<file path="src/rtl/light_pkg.sv">
// Shared constants and types for the corridor light usage monitor.
package light_pkg;

    localparam int unsigned NCH = 3;

    // Readout selector encodings
    localparam logic [1:0] SEL_CH0   = 2'd0;
    localparam logic [1:0] SEL_CH1   = 2'd1;
    localparam logic [1:0] SEL_CH2   = 2'd2;
    localparam logic [1:0] SEL_FAULT = 2'd3;

    // Readout handshake states
    typedef enum logic {
        IDLE = 1'b0,
        RESP = 1'b1
    } rd_state_e;

    localparam int unsigned DEF_TICKS_PER_SEC = 10;
    localparam int unsigned DEF_OFF_TIMEOUT   = 100;
    localparam int unsigned DEF_SEC_W         = 16;
    localparam int unsigned DEF_EVT_W         = 8;

endpackage

</file>
<file path="src/rtl/light_chan_meter.sv">
// Per-lamp meter: on-time seconds, switch-on events and empty-zone fault.
module light_chan_meter
    import light_pkg::*;
#(
    parameter int unsigned TICKS_PER_SEC = DEF_TICKS_PER_SEC,
    parameter int unsigned OFF_TIMEOUT   = DEF_OFF_TIMEOUT,
    parameter int unsigned SEC_W         = DEF_SEC_W,
    parameter int unsigned EVT_W         = DEF_EVT_W
) (
    input  logic             clk10,
    input  logic             rst,
    input  logic             light_n,
    input  logic             switch_n,
    input  logic             clr,
    input  logic             fault_clr,
    output logic [SEC_W-1:0] sec,
    output logic [EVT_W-1:0] evt,
    output logic             fault_n
);

    localparam int unsigned PS_W  = (TICKS_PER_SEC > 1) ? $clog2(TICKS_PER_SEC) : 1;
    localparam int unsigned EMP_W = $clog2(OFF_TIMEOUT + 1);
    localparam logic [PS_W-1:0]  PS_MAX  = PS_W'(TICKS_PER_SEC - 1);
    localparam logic [EMP_W-1:0] EMP_MAX = EMP_W'(OFF_TIMEOUT);

    logic [PS_W-1:0]  ps_q, ps_d;
    logic [SEC_W-1:0] sec_q, sec_d;
    logic [EVT_W-1:0] evt_q, evt_d;
    logic [EMP_W-1:0] emp_q, emp_d;
    logic             light_q, light_d;
    logic             fault_q, fault_d;
    logic             wrap;

    // Next-state for all counters; a clear on this cycle overrides any increment.
    always_comb begin
        ps_d    = ps_q;
        sec_d   = sec_q;
        evt_d   = evt_q;
        emp_d   = emp_q;
        fault_d = fault_q;
        light_d = light_n;
        wrap    = light_n && (ps_q == PS_MAX);

        // Prescaler holds while dark so partial seconds carry over
        if (light_n) begin
            ps_d = wrap ? '0 : ps_q + PS_W'(1);
        end
        if (wrap && (sec_q != '1)) begin
            sec_d = sec_q + SEC_W'(1);
        end

        if (light_n && !light_q && (evt_q != '1)) begin
            evt_d = evt_q + EVT_W'(1);
        end

        if (light_n && !switch_n) begin
            emp_d = (emp_q == EMP_MAX) ? emp_q : emp_q + EMP_W'(1);
        end else begin
            emp_d = '0;
        end
        if (emp_d == EMP_MAX) begin
            fault_d = 1'b1;
        end

        if (clr) begin
            ps_d  = '0;
            sec_d = '0;
            evt_d = '0;
        end
        if (fault_clr) begin
            fault_d = 1'b0;
        end
    end

    // State registers
    always_ff @(posedge clk10 or negedge rst) begin
        if (!rst) begin
            ps_q    <= '0;
            sec_q   <= '0;
            evt_q   <= '0;
            emp_q   <= '0;
            light_q <= 1'b0;
            fault_q <= 1'b0;
        end else begin
            ps_q    <= ps_d;
            sec_q   <= sec_d;
            evt_q   <= evt_d;
            emp_q   <= emp_d;
            light_q <= light_d;
            fault_q <= fault_d;
        end
    end

    assign sec     = sec_q;
    assign evt     = evt_q;
    assign fault_n = fault_q;

endmodule

</file>
<file path="src/rtl/light_usage_monitor.sv">
// Lamp usage monitor: three channel meters plus a four-phase readout port.
module light_usage_monitor
    import light_pkg::*;
#(
    parameter int unsigned TICKS_PER_SEC = DEF_TICKS_PER_SEC,
    parameter int unsigned OFF_TIMEOUT   = DEF_OFF_TIMEOUT,
    parameter int unsigned SEC_W         = DEF_SEC_W,
    parameter int unsigned EVT_W         = DEF_EVT_W
) (
    input  logic                     clk10,
    input  logic                     rst,
    input  logic [NCH-1:0]           switch,
    input  logic [NCH-1:0]           light,
    input  logic                     rd_req,
    input  logic [1:0]               rd_sel,
    input  logic                     rd_clr,
    output logic                     rd_valid,
    output logic [EVT_W+SEC_W-1:0]   rd_data,
    output logic [NCH-1:0]           fault
);

    localparam int unsigned DATA_W = EVT_W + SEC_W;

    rd_state_e         state_q, state_d;
    logic              wait_low_q, wait_low_d;
    logic [DATA_W-1:0] data_q, data_d;
    logic [DATA_W-1:0] mux_word;
    logic              capture;
    logic [NCH-1:0]    chan_clr;
    logic              fault_clr;
    logic [SEC_W-1:0]  sec_w [NCH];
    logic [EVT_W-1:0]  evt_w [NCH];

    for (genvar i = 0; i < NCH; i++) begin : g_chan
        light_chan_meter #(
            .TICKS_PER_SEC (TICKS_PER_SEC),
            .OFF_TIMEOUT   (OFF_TIMEOUT),
            .SEC_W         (SEC_W),
            .EVT_W         (EVT_W)
        ) u_meter (
            .clk10     (clk10),
            .rst       (rst),
            .light_n   (light[i]),
            .switch_n  (switch[i]),
            .clr       (chan_clr[i]),
            .fault_clr (fault_clr),
            .sec       (sec_w[i]),
            .evt       (evt_w[i]),
            .fault_n   (fault[i])
        );
    end

    // Response word selection, sampled only on the capture cycle
    always_comb begin
        mux_word = '0;
        case (rd_sel)
            SEL_CH0:   mux_word = {evt_w[0], sec_w[0]};
            SEL_CH1:   mux_word = {evt_w[1], sec_w[1]};
            SEL_CH2:   mux_word = {evt_w[2], sec_w[2]};
            SEL_FAULT: mux_word = {{(DATA_W - NCH){1'b0}}, fault};
            default:   mux_word = '0;
        endcase
    end

    // Readout FSM next-state; after reset the host must drop rd_req once before service
    always_comb begin
        state_d    = state_q;
        wait_low_d = wait_low_q;
        data_d     = data_q;
        capture    = 1'b0;
        case (state_q)
            IDLE: begin
                if (wait_low_q) begin
                    if (!rd_req) begin
                        wait_low_d = 1'b0;
                    end
                end else if (rd_req) begin
                    capture = 1'b1;
                    data_d  = mux_word;
                    state_d = RESP;
                end
            end
            RESP: begin
                if (!rd_req) begin
                    state_d = IDLE;
                end
            end
            default: state_d = IDLE;
        endcase
    end

    // Clear strobes fire on the capture cycle only
    always_comb begin
        chan_clr = '0;
        for (int i = 0; i < NCH; i++) begin
            chan_clr[i] = capture && rd_clr && (rd_sel == 2'(i));
        end
        fault_clr = capture && rd_clr && (rd_sel == SEL_FAULT);
    end

    // Readout state registers
    always_ff @(posedge clk10 or negedge rst) begin
        if (!rst) begin
            state_q    <= IDLE;
            wait_low_q <= 1'b1;
            data_q     <= '0;
        end else begin
            state_q    <= state_d;
            wait_low_q <= wait_low_d;
            data_q     <= data_d;
        end
    end

    assign rd_valid = (state_q == RESP);
    assign rd_data  = data_q;

endmodule

</file>
<file path="config.mk">
export PLATFORM = sky130hd
export DESIGN_NAME = light_usage_monitor
export DESIGN_NICKNAME = d
export VERILOG_FILES = /design/src/rtl/light_pkg.sv /design/src/rtl/light_chan_meter.sv /design/src/rtl/light_usage_monitor.sv
export SDC_FILE = /design/constraint.sdc
export NUM_CORES = 1
export LEC_CHECK = 0
export CORE_MARGIN = 8
export CORE_UTILIZATION = 30
export DETAILED_ROUTE_END_ITERATION = 10
export PLACE_DENSITY_LB_ADDON = 0.2
export SLEW_MARGIN = 30
export SYNTH_ARGS = -nofsm -noshare
export SYNTH_HDL_FRONTEND = slang
export SYNTH_SLANG_ARGS = --single-unit
export TNS_END_PERCENT = 1
</file>
<file path="constraint.sdc">
create_clock -name clk10 -period 2.7 [get_ports clk10]
set_input_delay 0.54 -clock clk10 [delete_from_list [all_inputs] [get_ports clk10]]
set_output_delay 0.54 -clock clk10 [all_outputs]
set_load 0.02 [all_outputs]
</file>
==> results.json <==
{
  "slew_viol_final": 0,
  "nets": 836,
  "slowest_delay_ns": 0.63,
  "gp_congestion": 0.818,
  "synth_seq_cells": 137,
  "vias": 5620,
  "place_hpwl_um": 12500,
  "final.setup.worst_slack_ns": 0.702,
  "path_cells": "clkdlybuf4s50_1",
  "die-area_um2": 29800,
  "track_usage": 0.124,
  "finalSetupViolations": 0,
  "vdd_drop_max_mv": 0.399,
  "cp.required_ns": 2.16,
  "initial_utilization": 0.304,
  "status": "finished, final reports clean",
  "htreeDepth": 4,
  "fmax_mhz": 500,
  "reg2reg_to": "g_chan[1].u_meter.fault_n$_DFFE_PN0P_",
  "fin_crit_sh": 0.740,
  "path_buf_inv": 1,
  "fillers": 2475,
  "power.static_leakage_nw": 3.77,
  "antenna_found_initial": 0,
  "hp-class": "in -> async",
  "finClkSkew_ns": 0.00892,
  "synth_async_sr_flop_share": 1.00,
  "crit_family": "buffers and inverters",
  "syn_to_final_growth_pct": 18.9,
  "io_pins": 40,
  "fp.dieH_um": 173,
  "worst-setup-path-type": "reg -> out",
  "slew_headroom": 0.603,
  "tightestPinTransition_ns": 0.595,
  "cts_buffers": 17,
  "antenna_left": 0,
  "root_buffer": "clkbuf_16",
  "firstDrtPassIters": 4,
  "clock_sinks": 137,
  "synth_edf_count": 0,
  "setup_tns_ns": 0,
  "hold_viol": 0,
  "synth_cells": 763,
  "synth-seq-area-share": 0.465,
  "worst-path-stages": 1,
  "crit_slowest_cell": "clkdlybuf4s50_1",
  "drive_gt1_frac": 0.0892,
  "io_buffers": 39,
  "synth_fp_nets": 793,
  "cp-start-kind": "register",
  "stdcell_area_um2": 8760,
  "rsz0062_at_grt": "no",
  "cap_violations": 0,
  "fin_crit_ns": 2.00,
  "grt_pass1_wl_um": 30100,
  "antenna_cells": 0,
  "place_ws_ns": 0.267,
  "cp-startpoint": "g_chan[0].u_meter.fault_n$_DFFE_PN0P_",
  "coreArea_um2": 24200,
  "cts_setup_buffers": 0,
  "syn_avg_cell_area_um2": 9.66,
  "finalPower_mw": 6.18,
  "drt_iter0_drc": 361,
  "via_per_inst": 4.92,
  "synth-warning-count": 0,
  "postCtsHoldBufs": 0,
  "arrival_ns": 1.46,
  "ys.flop_type": "dfrtp_1",
  "postPlaceCellArea_um2": 8170,
  "regToRegStartpoint": "g_chan[1].u_meter.emp_q[0]$_DFF_PN0_",
  "layout_common_cells": "nor2_1 (137), dfrtp_1 (136), a21oi_1 (70), clkdlybuf4s50_1 (38), xor2_1 (37)",
  "seq_area_um2": 3430,
  "clk_latency_ns": 0.43,
  "yosysUniqueCellTypes": 56,
  "final_common_cell": "nor2_1",
  "cts_resized": 0,
  "syn_area_um2": 7370,
  "cts_tree": "built",
  "path_max_fanout": 3,
  "totalWireLength_um": 17900,
  "overflow": 0,
  "clk_path_buf_depth": 2,
  "drcViolationCount": 0,
  "first_global_vias": 5534,
  "routedWlPerCell_um": 15.7,
  "worstSetupEndpoint": "fault[0]",
  "powerDensity_nw_per_um2": 705,
  "reg2regPathDepth": 7,
  "multiInputGateArea_um2": 3730,
  "regToRegSetupSlack_ns": 0.75,
  "die-width_um": 173,
  "clk_pin_slew_ns": 0.06,
  "end_kind": "output port",
  "row_count": 57,
  "grt_max_degree": 59
}
[cells by family (layout without fill, tap and decap cells)]
kind of cell / Yosys count / in the layout / synth area share
xor gates and xnor gates: 73 / 73 / 0.0867
and+or+nand+nor: 329 / 329 / 0.231
adders and majority gates: 18 / 18 / 0.0305
buffers and inverters: 46 / 101 / 0.0305
muxes: 40 / 40 / 0.0599
AOI/OAI and AO/OA: 120 / 120 / 0.0960
DFF: 137 / 137 / 0.465
[flip-flops by register name, indices dropped and copies added, names as in the netlist]
signal / cells
rd_data: 24
g_chan.u_meter.fault_n: 3
g_chan.u_meter.ps_q: 12
g_chan.u_meter.light_q: 3
wait_low_q: 1
rd_valid: 1
g_chan.u_meter.evt: 24
g_chan.u_meter.emp_q: 21
g_chan.u_meter.sec: 48
[through the flow]
step	std cells	util	hold WS, ns
2_1_floorplan	763	-	0.244
3_3_place_gp	1111	0.337	0.465
3_5_place_dp	1111	0.337	0.470
4_1_cts	1142	0.361	0.115
5_1_grt	1142	0.361	0.130
6_report	1142	0.361	0.0844
[where the power goes]
| part | switching [mW] | internal, mW | leakage, nW |
|---|---|---|---|
| Sequential | 0.379 | 2.36 | 1.80 |
| Clock | 0.916 | 1.42 | 0.280 |
| Combinational | 0.558 | 0.539 | 1.68 |
| Total | 1.85 | 4.33 | 3.77 |
[how the worst min path moves through the flow]
| stage | start | slack (ns) | endpoint |
|---|---|---|---|
| floorplan | rst | 0.24 | g_chan[0].u_meter.emp_q[0]$_DFF_PN0_ |
| global placement | wait_low_q$_DFFE_PN1N_ | 0.46 | wait_low_q$_DFFE_PN1N_ |
| detailed placement | wait_low_q$_DFFE_PN1N_ | 0.47 | wait_low_q$_DFFE_PN1N_ |
| CTS | rst | 0.12 | g_chan[1].u_meter.emp_q[2]$_DFF_PN0_ |
| global route | rst | 0.13 | g_chan[1].u_meter.emp_q[1]$_DFF_PN0_ |
| finish | rst | 0.08 | g_chan[1].u_meter.emp_q[1]$_DFF_PN0_ |
[per-layer routing]
| layer | routed length (um) | track usage |
|---|---|---|
| met1 | 8810 | 0.164 |
| met2 | 8280 | 0.195 |
| met3 | 484 | 0.0292 |
| met4 | 296 | 0.0420 |
| met5 | 0 | 0 |
[Yosys cell counts (all sizes together) (2+ instances only)]
library cell  number  share of area
o21a               2         0.0020
a21oi             70          0.048
o211ai             3         0.0031
mux2i             34          0.046
a211oi             3         0.0031
nand4             17          0.016
clkbuf             8         0.0041
a21boi             4         0.0041
inv               13         0.0066
nor3b              4         0.0041
xnor2             36          0.043
o2111ai            2         0.0024
mux2               3         0.0046
mux4               3         0.0092
nand4b             3         0.0036
a41oi              5         0.0070
xor2              37          0.044
ha                18          0.031
and2               5         0.0042
or3                9         0.0076
and4               4         0.0048
nand2b             6         0.0051
and3b              3         0.0036
or2                4         0.0034
and3              17          0.014
nand2             35          0.018
dfrtp            136           0.46
nor4b              6         0.0088
nor3              23          0.016
nand3b             3         0.0031
o41ai              4         0.0048
and4b             11          0.015
o311ai             2         0.0024
buf               25          0.020
nor4               6         0.0080
nor2             139          0.071
o21ai             22          0.015
nand3             32          0.023
[layout make-up]
class	count	share of cell area
clock buffer	20	0.0533
clock inverter	11	0.0140
inverter	13	0.00557
multi-input combinational	580	0.425
sequential	137	0.391
tap	324	0.0463
timing repair buffer	57	0.0644
Power figures use the tool's default switching activity.
